--- src/rtl/fw_intc_claim_pkg.sv ---
// Shared constants and sizing helpers for the claim/complete interrupt controller.
package fw_intc_claim_pkg;

  // Register word offsets on the Wishbone slave port
  localparam logic [1:0] OFS_ENABLE   = 2'd0;
  localparam logic [1:0] OFS_PENDING  = 2'd1;
  localparam logic [1:0] OFS_CLAIM    = 2'd2;
  localparam logic [1:0] OFS_COMPLETE = 2'd3;

  // Bus handshake states
  typedef enum logic {
    ST_IDLE = 1'b0,
    ST_ACK  = 1'b1
  } bus_state_t;

  // Width of a source ID (0 = none, 1..n_srcs = source index + 1)
  function automatic int id_width(input int n_srcs);
    return $clog2(n_srcs + 1);
  endfunction

  // Width of a source index, kept at least one bit for the single-source case
  function automatic int idx_width(input int n_srcs);
    return (n_srcs > 1) ? $clog2(n_srcs) : 1;
  endfunction

endpackage

--- src/rtl/fw_intc_claim_if.sv ---
// Wishbone-style register bus between the core and the interrupt controller.
interface fw_intc_claim_if;
  logic [1:0]  r_adr;
  logic [31:0] r_dat_w;
  logic [31:0] r_dat_r;
  logic        r_cyc;
  logic        r_stb;
  logic        r_we;
  logic        r_ack;

  modport master (
    output r_adr, r_dat_w, r_cyc, r_stb, r_we,
    input  r_dat_r, r_ack
  );

  modport slave (
    input  r_adr, r_dat_w, r_cyc, r_stb, r_we,
    output r_dat_r, r_ack
  );
endinterface

--- src/rtl/fw_intc_rr_sel.sv ---
// Round-robin source picker: searches upward from ptr+1, wraps to 0, ptr last.
module fw_intc_rr_sel
  import fw_intc_claim_pkg::*;
#(
  parameter int N_SRCS = 8,
  parameter int IDXW   = idx_width(N_SRCS)
) (
  input  logic [N_SRCS-1:0] eligible,
  input  logic [IDXW-1:0]   ptr,
  output logic              valid,
  output logic [IDXW-1:0]   index
);

  // Candidates strictly above the pointer get first pick
  logic [N_SRCS-1:0] above;

  genvar gi;
  generate
    for (gi = 0; gi < N_SRCS; gi++) begin : g_above
      assign above[gi] = eligible[gi] && (IDXW'(gi) > ptr);
    end
  endgenerate

  // Lowest eligible overall is the wrap-around fallback; lowest above ptr overrides it
  always_comb begin
    valid = |eligible;
    index = '0;
    for (int i = N_SRCS - 1; i >= 0; i--) begin
      if (eligible[i]) index = IDXW'(i);
    end
    for (int i = N_SRCS - 1; i >= 0; i--) begin
      if (above[i]) index = IDXW'(i);
    end
  end

endmodule

--- src/rtl/fw_intc_claim.sv ---
// Level-sensitive interrupt controller with claim/complete handshake and
// round-robin arbitration, exposed as four Wishbone registers.
module fw_intc_claim
  import fw_intc_claim_pkg::*;
#(
  parameter int N_SRCS = 8
) (
  input  logic              clock,
  input  logic              reset,
  fw_intc_claim_if.slave    bus,
  input  logic [N_SRCS-1:0] src,
  output logic              irq
);

  localparam int IDXW = idx_width(N_SRCS);
  localparam int IDW  = id_width(N_SRCS);

  bus_state_t        state_reg;
  logic              r_ack_reg;
  logic [31:0]       r_dat_r_reg;
  logic [N_SRCS-1:0] enable_reg;
  logic [N_SRCS-1:0] insvc_reg;
  logic [IDXW-1:0]   rr_ptr_reg;
  logic              irq_reg;

  logic [N_SRCS-1:0] eligible_next;
  logic [N_SRCS-1:0] claim_set;
  logic [N_SRCS-1:0] complete_clr;
  logic              sel_valid;
  logic [IDXW-1:0]   sel_index;
  logic [IDW-1:0]    claim_id;
  logic [31:0]       rd_data_next;
  logic              accept;

  assign eligible_next = src & enable_reg & ~insvc_reg;
  assign accept        = (state_reg == ST_IDLE) && bus.r_cyc && bus.r_stb;
  assign claim_id      = sel_valid ? (IDW'(sel_index) + IDW'(1)) : '0;

  fw_intc_rr_sel #(
    .N_SRCS (N_SRCS),
    .IDXW   (IDXW)
  ) u_rr_sel (
    .eligible (eligible_next),
    .ptr      (rr_ptr_reg),
    .valid    (sel_valid),
    .index    (sel_index)
  );

  // One-hot set mask for a claim and clear mask for a complete; a complete
  // only matches an in-service source whose ID equals the full 32-bit word
  genvar gi;
  generate
    for (gi = 0; gi < N_SRCS; gi++) begin : g_masks
      assign claim_set[gi]    = sel_valid && (sel_index == IDXW'(gi));
      assign complete_clr[gi] = insvc_reg[gi] && (bus.r_dat_w == 32'(gi + 1));
    end
  endgenerate

  // Read mux; writes return zero data
  always_comb begin
    rd_data_next = '0;
    if (!bus.r_we) begin
      case (bus.r_adr)
        OFS_ENABLE:  rd_data_next[N_SRCS-1:0] = enable_reg;
        OFS_PENDING: rd_data_next[N_SRCS-1:0] = eligible_next;
        OFS_CLAIM:   rd_data_next[IDW-1:0]    = claim_id;
        default:     rd_data_next             = '0;
      endcase
    end
  end

  // Bus FSM plus all register side effects, applied once on the accept edge
  always_ff @(posedge clock or posedge reset) begin
    if (reset) begin
      state_reg   <= ST_IDLE;
      r_ack_reg   <= 1'b0;
      r_dat_r_reg <= '0;
      enable_reg  <= '0;
      insvc_reg   <= '0;
      rr_ptr_reg  <= IDXW'(N_SRCS - 1);
      irq_reg     <= 1'b0;
    end else begin
      irq_reg <= |eligible_next;
      case (state_reg)
        ST_IDLE: begin
          if (accept) begin
            state_reg   <= ST_ACK;
            r_ack_reg   <= 1'b1;
            r_dat_r_reg <= rd_data_next;
            if (bus.r_we && bus.r_adr == OFS_ENABLE) begin
              enable_reg <= bus.r_dat_w[N_SRCS-1:0];
            end
            if (!bus.r_we && bus.r_adr == OFS_CLAIM && sel_valid) begin
              insvc_reg  <= insvc_reg | claim_set;
              rr_ptr_reg <= sel_index;
            end
            if (bus.r_we && bus.r_adr == OFS_COMPLETE) begin
              insvc_reg <= insvc_reg & ~complete_clr;
            end
          end
        end
        ST_ACK: begin
          state_reg <= ST_IDLE;
          r_ack_reg <= 1'b0;
        end
        default: begin
          state_reg <= ST_IDLE;
          r_ack_reg <= 1'b0;
        end
      endcase
    end
  end

  assign bus.r_ack   = r_ack_reg;
  assign bus.r_dat_r = r_dat_r_reg;
  assign irq         = irq_reg;

endmodule

--- src/flat_wrapper.sv ---
// flat-port wrapper written by rule: the top's interface ports become plain ports
module fw_intc_claim_flat import fw_intc_claim_pkg::*;
#(
  parameter int N_SRCS = 8
)
  (clock, reset, src, irq, bus_r_adr, bus_r_dat_w, bus_r_cyc, bus_r_stb, bus_r_we, bus_r_dat_r, bus_r_ack);
  fw_intc_claim_if bus_i ();
  input  logic clock;
  input  logic reset;
  input  logic [N_SRCS-1:0] src;
  output logic irq;
  input wire logic [$bits(bus_i.r_adr)-1:0] bus_r_adr;
  input wire logic [$bits(bus_i.r_dat_w)-1:0] bus_r_dat_w;
  input wire logic [$bits(bus_i.r_cyc)-1:0] bus_r_cyc;
  input wire logic [$bits(bus_i.r_stb)-1:0] bus_r_stb;
  input wire logic [$bits(bus_i.r_we)-1:0] bus_r_we;
  output wire logic [$bits(bus_i.r_dat_r)-1:0] bus_r_dat_r;
  output wire logic [$bits(bus_i.r_ack)-1:0] bus_r_ack;
  assign bus_i.r_adr = bus_r_adr;
  assign bus_i.r_dat_w = bus_r_dat_w;
  assign bus_i.r_cyc = bus_r_cyc;
  assign bus_i.r_stb = bus_r_stb;
  assign bus_i.r_we = bus_r_we;
  assign bus_r_dat_r = bus_i.r_dat_r;
  assign bus_r_ack = bus_i.r_ack;
  fw_intc_claim #(.N_SRCS(N_SRCS)) u_core (.clock(clock), .reset(reset), .bus(bus_i), .src(src), .irq(irq));
endmodule
--- config.mk ---
export PLATFORM = sky130hd
export DESIGN_NAME = fw_intc_claim_flat
export DESIGN_NICKNAME = d
export VERILOG_FILES = /design/src/rtl/fw_intc_claim_pkg.sv /design/src/rtl/fw_intc_claim_if.sv /design/src/rtl/fw_intc_rr_sel.sv /design/src/rtl/fw_intc_claim.sv /design/src/flat_wrapper.sv
export SDC_FILE = /design/constraint.sdc
export NUM_CORES = 1
export LEC_CHECK = 0
export CAP_MARGIN = 10
export CORE_ASPECT_RATIO = 1.5
export CORE_UTILIZATION = 44
export CTS_CLUSTER_SIZE = 16
export DETAILED_ROUTE_END_ITERATION = 10
export PLACE_DENSITY = 0.81
export SYNTH_ARGS = -nofsm -noshare
export SYNTH_HDL_FRONTEND = slang
export SYNTH_HIERARCHICAL = 1
export SYNTH_SLANG_ARGS = --single-unit
--- constraint.sdc ---
create_clock -name clock -period 3.7 [get_ports clock]
set_input_delay 0.74 -clock clock [delete_from_list [all_inputs] [get_ports clock]]
set_output_delay 0.74 -clock clock [all_outputs]
set_load 0.1 [all_outputs]
# Word level (Yosys, flattened, before mapping)
# Cells that the tools add are included.
op_classes:
  bitwise: 7
  n_mux: 26
  n_addsub: 1
  eq_ne: 19
  magnitude_cmp: 8
  reduce_logical: 39
op_table:
  columns: ["op", "n"]
  rows:
  - ["32-bit by 3-bit == test with 1-bit output (second input constant)", 4]
  - ["32-bit by 2-bit == test with 1-bit output (second input constant)", 2]
  - ["3-bit two-way mux", 16]
  - ["32-bit by 1-bit == test with 1-bit output (second input constant)", 1]
  - ["32-bit by 4-bit == test with 1-bit output (second input constant)", 1]
  - ["1-bit logical AND", 30]
  - ["8-bit AND", 3]
  - ["8-bit two-way mux", 3]
  - ["8-bit NOT", 2]
  - ["3-bit == test (second input constant)", 4]
  - ["3-bit > comparator (first input constant)", 4]
  - ["4-bit one-hot mux with 3 select lines", 1]
  - ["3-bit AND reduction", 3]
  - ["8-bit bitwise OR", 1]
  - ["4-bit one-hot mux with 2 select lines", 1]
  - ["8-bit OR reduction", 1]
  - ["3-bit by 2-bit == test with 1-bit output (second input constant)", 2]
  - ["1-bit by 3-bit > comparator with 1-bit output (first input constant)", 2]
  - ["2-bit by 3-bit > comparator with 1-bit output (first input constant)", 2]
  - ["3-bit by 1-bit adder with 4-bit output (second input constant)", 1]
  - ["2-bit == test (second input constant)", 2]
  - ["4-bit two-way mux", 1]
  - ["1-bit one-hot mux with 2 select lines", 2]
  - ["3-bit by 1-bit == test with 1-bit output (second input constant)", 1]
  - ["other kinds (9)", 10]
totals:
  out_inout_bits: 34
  elab_cells: 107
  in_bits: 47
  reg_bits: 54

# Depth between registers and ports, before layout
logic_depth:
  ltp_word: 23
  mapped_depth: 13
  mapped_depth_nobuf: 12

# Cells and area by module
# Netlist, hierarchy kept.
modules_own_cells:
  columns: ["module", "n_inst", "area_each_um2", "seq_area_each_um2", "cells_per_inst"]
  rows:
  - ["fw_intc_claim", 1, 1754.2, 754.5, 186]
  - ["fw_intc_rr_sel", 1, 310.3, 0.0, 51]

# Worst setup path before layout
# Ideal clock, no wire load.
synth_timing:
  kind: "input-to-reg"
  from: "input src[3]"
  to: "register u_core.r_dat_r_reg[1], in the netlist u_core/bus.r_dat_r[1]"
  required_time_ps: 3578
  slack_ps: 723
  t_arrival_ps: 2855
  n_path_buf: 0
  path_stages: 12
  cell_sequence: "inv_1 nor3b_1 nor2b_1 o31a_1 o22ai_1 a22o_1 inv_1 ha_1 and3_1 a21oi_1 o32ai_1 a22o_1"
synth_via:
  elab_chain_len: 18
  word_cells_on_any_way: 20
  classes_between: "add/sub: 1; mux: 15; bitwise: 2; reduce/logical: 2"
synth_lines:
  columns: ["item", "line", "source"]
  rows:
  - ["start, declared", "flat_wrapper.sv:10", "input logic [N_SRCS-1:0] src;"]
  - ["8-bit AND * (2 in series)", "fw_intc_claim.sv:35", "assign eligible_next = src & enable_reg & ~insvc_reg;"]
  - ["net u_core.eligible_next[3]", "fw_intc_claim.sv:26", "logic [N_SRCS-1:0] eligible_next;"]
  - ["3-bit two-way mux (4 in series)", "fw_intc_rr_sel.sv:29", "if (eligible[i]) index = IDXW'(i);"]
  - ["3-bit two-way mux (4 in series)", "fw_intc_rr_sel.sv:32", "if (above[i]) index = IDXW'(i);"]
  - ["3-bit two-way mux * (4 in series)", "fw_intc_rr_sel.sv:32", null]
  - ["net u_core.sel_index[0]", "fw_intc_claim.sv:30", "logic [IDXW-1:0] sel_index;"]
  - ["3-bit by 1-bit adder with 4-bit output *", "fw_intc_claim.sv:37", "assign claim_id = sel_valid ? (IDW'(sel_index) + IDW'(1)) : '0;"]
  - ["4-bit two-way mux *", "fw_intc_claim.sv:37", null]
  - ["4-bit one-hot mux with 3 select lines *", "fw_intc_claim.sv:63", "case (bus.r_adr)"]
  - ["8-bit two-way mux *", "fw_intc_claim.sv:62", "if (!bus.r_we) begin"]
  - ["end signal, assigned", "fw_intc_claim.sv:89", "r_dat_r_reg <= rd_data_next;"]
  - ["end, declared", "fw_intc_claim.sv:20", "logic [31:0] r_dat_r_reg;"]
# The timed path passes the listed nets; every way through them passes the cells marked *.
# A chain may end at the register's enable or synchronous reset.

# Worst setup path in the final report
# Same ends and word-level chain as after synthesis.

==> out/qor.csv <==
stage;metric;value;unit
clock_tree;worstSkewPairLatency;0.28;ns
worst_setup_path;r2r_cells;11;
floorplanning;fp.dieArea;4980;um2
synth;synth_most_common_cell;dfrtp_1;
pwr;p_int;0.867;mW
synth;ys_seq_area_share;36.5;%
synth;synthAdderAreaFrac;4.18;%
synth;synthCells;237;
worst_setup_path;critical_path_class;input port to register;
place;place_inst;344;
layout;drive_gt1_share;11.5;%
sta;fmax;288;MHz
synth;yosys.area.top_type;dfrtp_1;
clock_tree;cts_max_path_buffers;2;
place;io_buffer_count;56;
sta;rsz0062_at_grt;no;
worst_setup_path;slowest_delay;0.65;ns
routing;wire_per_inst;15.0;um
global_routing;grt_pass1_wl;9050;um
sta;min_period;3.47;ns
synth;yosys_register_bits;30;
worst_setup_path;worstSetupEndpointType;register;
worst_setup_path;endpoint;u_core/bus.r_dat_r[1]$_DFFE_PP0P_;
synth;synth_top_family_by_area;simple AND/OR/NAND/NOR gates;
clock_tree;cts_root_buffer;clkbuf_8;
synth;syn-cell-area;2060;um2
layout;areaGrowthSynthToFinish;32.1;%
worst_setup_path;cp_cell_sequence;clkdlybuf4s50_1 > inv_1 > nor3b_1 > nor2b_1 > o31a_1 > o22ai_1 > a22o_1 > inv_1 > ha_1 > and3_1 > a21oi_1 > o32ai_1 > a22o_1;
sta;period_share;93.7;%
global_routing;overflow;0;
synth;synth_top_area_share;32.7;%
routing;totalWireLength;5280;um
sta;final_hold_viol_count;0;
routing;via_count;1990;
synth;ys_types;51;
routing;ant_nets;0;
layout;stdcell_count;352;
place;hpwl;4190;um
pwr;combPwrFrac;51.3;%
pwr;power.switching;0.741;mW
worst_setup_path;cp-start-kind;input port;
sta;setup_violations;0;
synth;synth-simple-area-share;20.1;%
job;maxCapViolCount;0;
global_routing;grt_pass1_vias;2024;
global_routing;antenna_found_initial;0;
global_routing;grt_usage;23.8;%
floorplanning;die_w;57.9;um
pwr;powerDensity;590;nW/um2
floorplanning;ios;81;
synth;synthMuxAreaShare;4.79;%
global_routing;grt_max_degree;29;
synth;synth_edf_count;0;
floorplanning;core;4500;um2
clock_tree;cts_setup_buffers;0;
worst_setup_path;cp_max_fo;8;
synth;yosysWarnings;6;
sta;worst_slack;0.232;ns
pwr;pwr-share-clk;16.6;%
synth;synthArstFlopShare;100;%
worst_setup_path;rr_endpoint;u_core/bus.r_dat_r[1]$_DFFE_PP0P_;
floorplanning;die_h;85.9;um
routing;first_pass_iters;9;
synth;syn_area_per_cell;8.71;um2
run_status;failed_checks;DRC;
clock_tree;hold_buffers;0;
worst_hold_path;hp-class;register to register;
floorplanning;rows;30;
run_status;outcome;finished, violations left;
worst_setup_path;critPathLaunch;src[3];
pwr;p_leak;1.21;nW
synth;ys.flop_type;dfrtp_1;
synth;synth.top_cells.by_count;27 x dfrtp_1, 25 x buf_4, 21 x inv_1;
layout;antenna_cells;0;
pwr;p_seq_share;32.1;%
synth;yosys-top-cells-area;dfrtp_1 33%, buf_4 9.1%, dfstp_2 3.8%;
clock_tree;cts_tree;done;
routing;drtIter0Drc;172;
worst_setup_path;r2r_slack;0.77;ns
synth;synth_compound_area_share;19.5;%
worst_setup_path;cp.depth;13;
clock_tree;htreeDepth;2;
worst_setup_path;path_delay_family;compound AO/OA/AOI/OAI gates;
routing;drc_errors;1;
synth;synth-xor-area-share;0;%
layout;fin_nets;356;
pwr;swShare;46.1;%
place;place.gp.congestion;0.955;
clock_tree;clkTransAtPathRegs;0.06;ns
place;pre_cts_ws;-0.0129;ns
worst_setup_path;arrival;3.64;ns
sta;worstMarginPinSlew;1.02;ns
worst_setup_path;r2r_start;u_core/insvc_reg[3]$_DFFE_PP0P_;
clock_tree;cts_resized;0;
routing;vias_per_cell;5.65;
clock_tree;clock_sinks;30;
floorplanning;start_util;45.8;%
layout;fin_util;60.6;%
pwr;ir_drop;0.263;mV
worst_setup_path;worstPathRequired;3.87;ns
sta;relSlewSlack;31.6;%
worst_setup_path;slowest_stage;nor3b_1;
sta;fin_skew;0.00603;ns
sta;maxSlewViolCount;0;
clock_tree;numCtsBuffers;5;
worst_setup_path;cp_num_buf_inv;3;
==> layer usage <==
layer	track usage (%)	share of wire, %
met5	0	0
met4	12.8	2.4
met3	3.02	6.0
met2	43.1	56
met1	26.2	36
==> worst reg2reg max path: cells and delay by family (launching register included) <==
kind            cells  cell delay, ns
compound gates      6            1.10
simple gates        3            0.96
flops               1            0.40
fa+ha+maj           1            0.29
buf+inv             1            0.11
==> cells in the final DEF, fill, tap and decap left out, types with 4 or more instances in the layout <==
master	n
clkdlybuf4s50_1	56
dfrtp_1	27
conb_1	24
inv_1	21
nor2_1	18
nand2_1	17
a21oi_1	15
o21ai_0	13
buf_4	12
a31oi_1	7
clkbuf_8	6
nor4_1	6
nand3_1	6
ha_1	6
a41oi_1	5
mux2_2	5
nor3_1	4
nor3b_1	4
==> worst min path at each step <==
stage                                        endpoint  slack (ns)  cells past startpoint                               from
floorplan                u_core/bus.r_ack$_DFFE_PP0P_        0.42                      1         u_core/state_reg$_DFF_PP0_
global placement    u_core/bus.r_dat_r[6]$_DFFE_PP0P_        0.47                      1  u_core/bus.r_dat_r[6]$_DFFE_PP0P_
detailed placement  u_core/bus.r_dat_r[5]$_DFFE_PP0P_        0.48                      2  u_core/bus.r_dat_r[5]$_DFFE_PP0P_
CTS                 u_core/bus.r_dat_r[5]$_DFFE_PP0P_        0.49                      2  u_core/bus.r_dat_r[5]$_DFFE_PP0P_
global route        u_core/bus.r_dat_r[5]$_DFFE_PP0P_        0.51                      2  u_core/bus.r_dat_r[5]$_DFFE_PP0P_
finish              u_core/bus.r_dat_r[3]$_DFFE_PP0P_        0.49                      2  u_core/bus.r_dat_r[3]$_DFFE_PP0P_
==> metrics by stage <==
step	instance area [um2]	setup TNS, ns	hold slack (ns)	total power [mW]
finish	2730	0	0.490	1.61
global route	2730	0	0.511	1.71
CTS	2730	0	0.490	1.61
detailed placement	2640	-0.0129	0.476	1.33
global placement	2640	0	0.475	1.32
floorplan	2150	0	0.415	1.11
==> power by group through the flow <==
| stage | registers, mW | logic (mW) | clock network (mW) |
|---|---|---|---|
| 5_1_grt | 0.529 | 0.893 | 0.287 |
| 3_3_place_gp | 0.520 | 0.803 | 0 |
| 6_report | 0.516 | 0.826 | 0.266 |
| 3_5_place_dp | 0.519 | 0.814 | 0 |
| 4_1_cts | 0.514 | 0.818 | 0.273 |
| 2_1_floorplan | 0.577 | 0.536 | 0 |
==> final cells by class <==
class / instances / area [um2]
fillers: 402 / 1780
multi-input cells: 177 / 1090
flip-flops and latches: 30 / 754
repair buffers: 68 / 651
clock buffers: 7 / 86.3
inverters: 21 / 78.8
well taps: 48 / 60.1
clock inverters: 1 / 5.00
==> cells by family after synthesis <==
family	after synthesis
buf+inv	53
fa+ha+maj	7
compound gates	61
other cells	1
simple gates	76
flops	30
mux	9
Note: power is estimated with default switching activity, not from simulation.
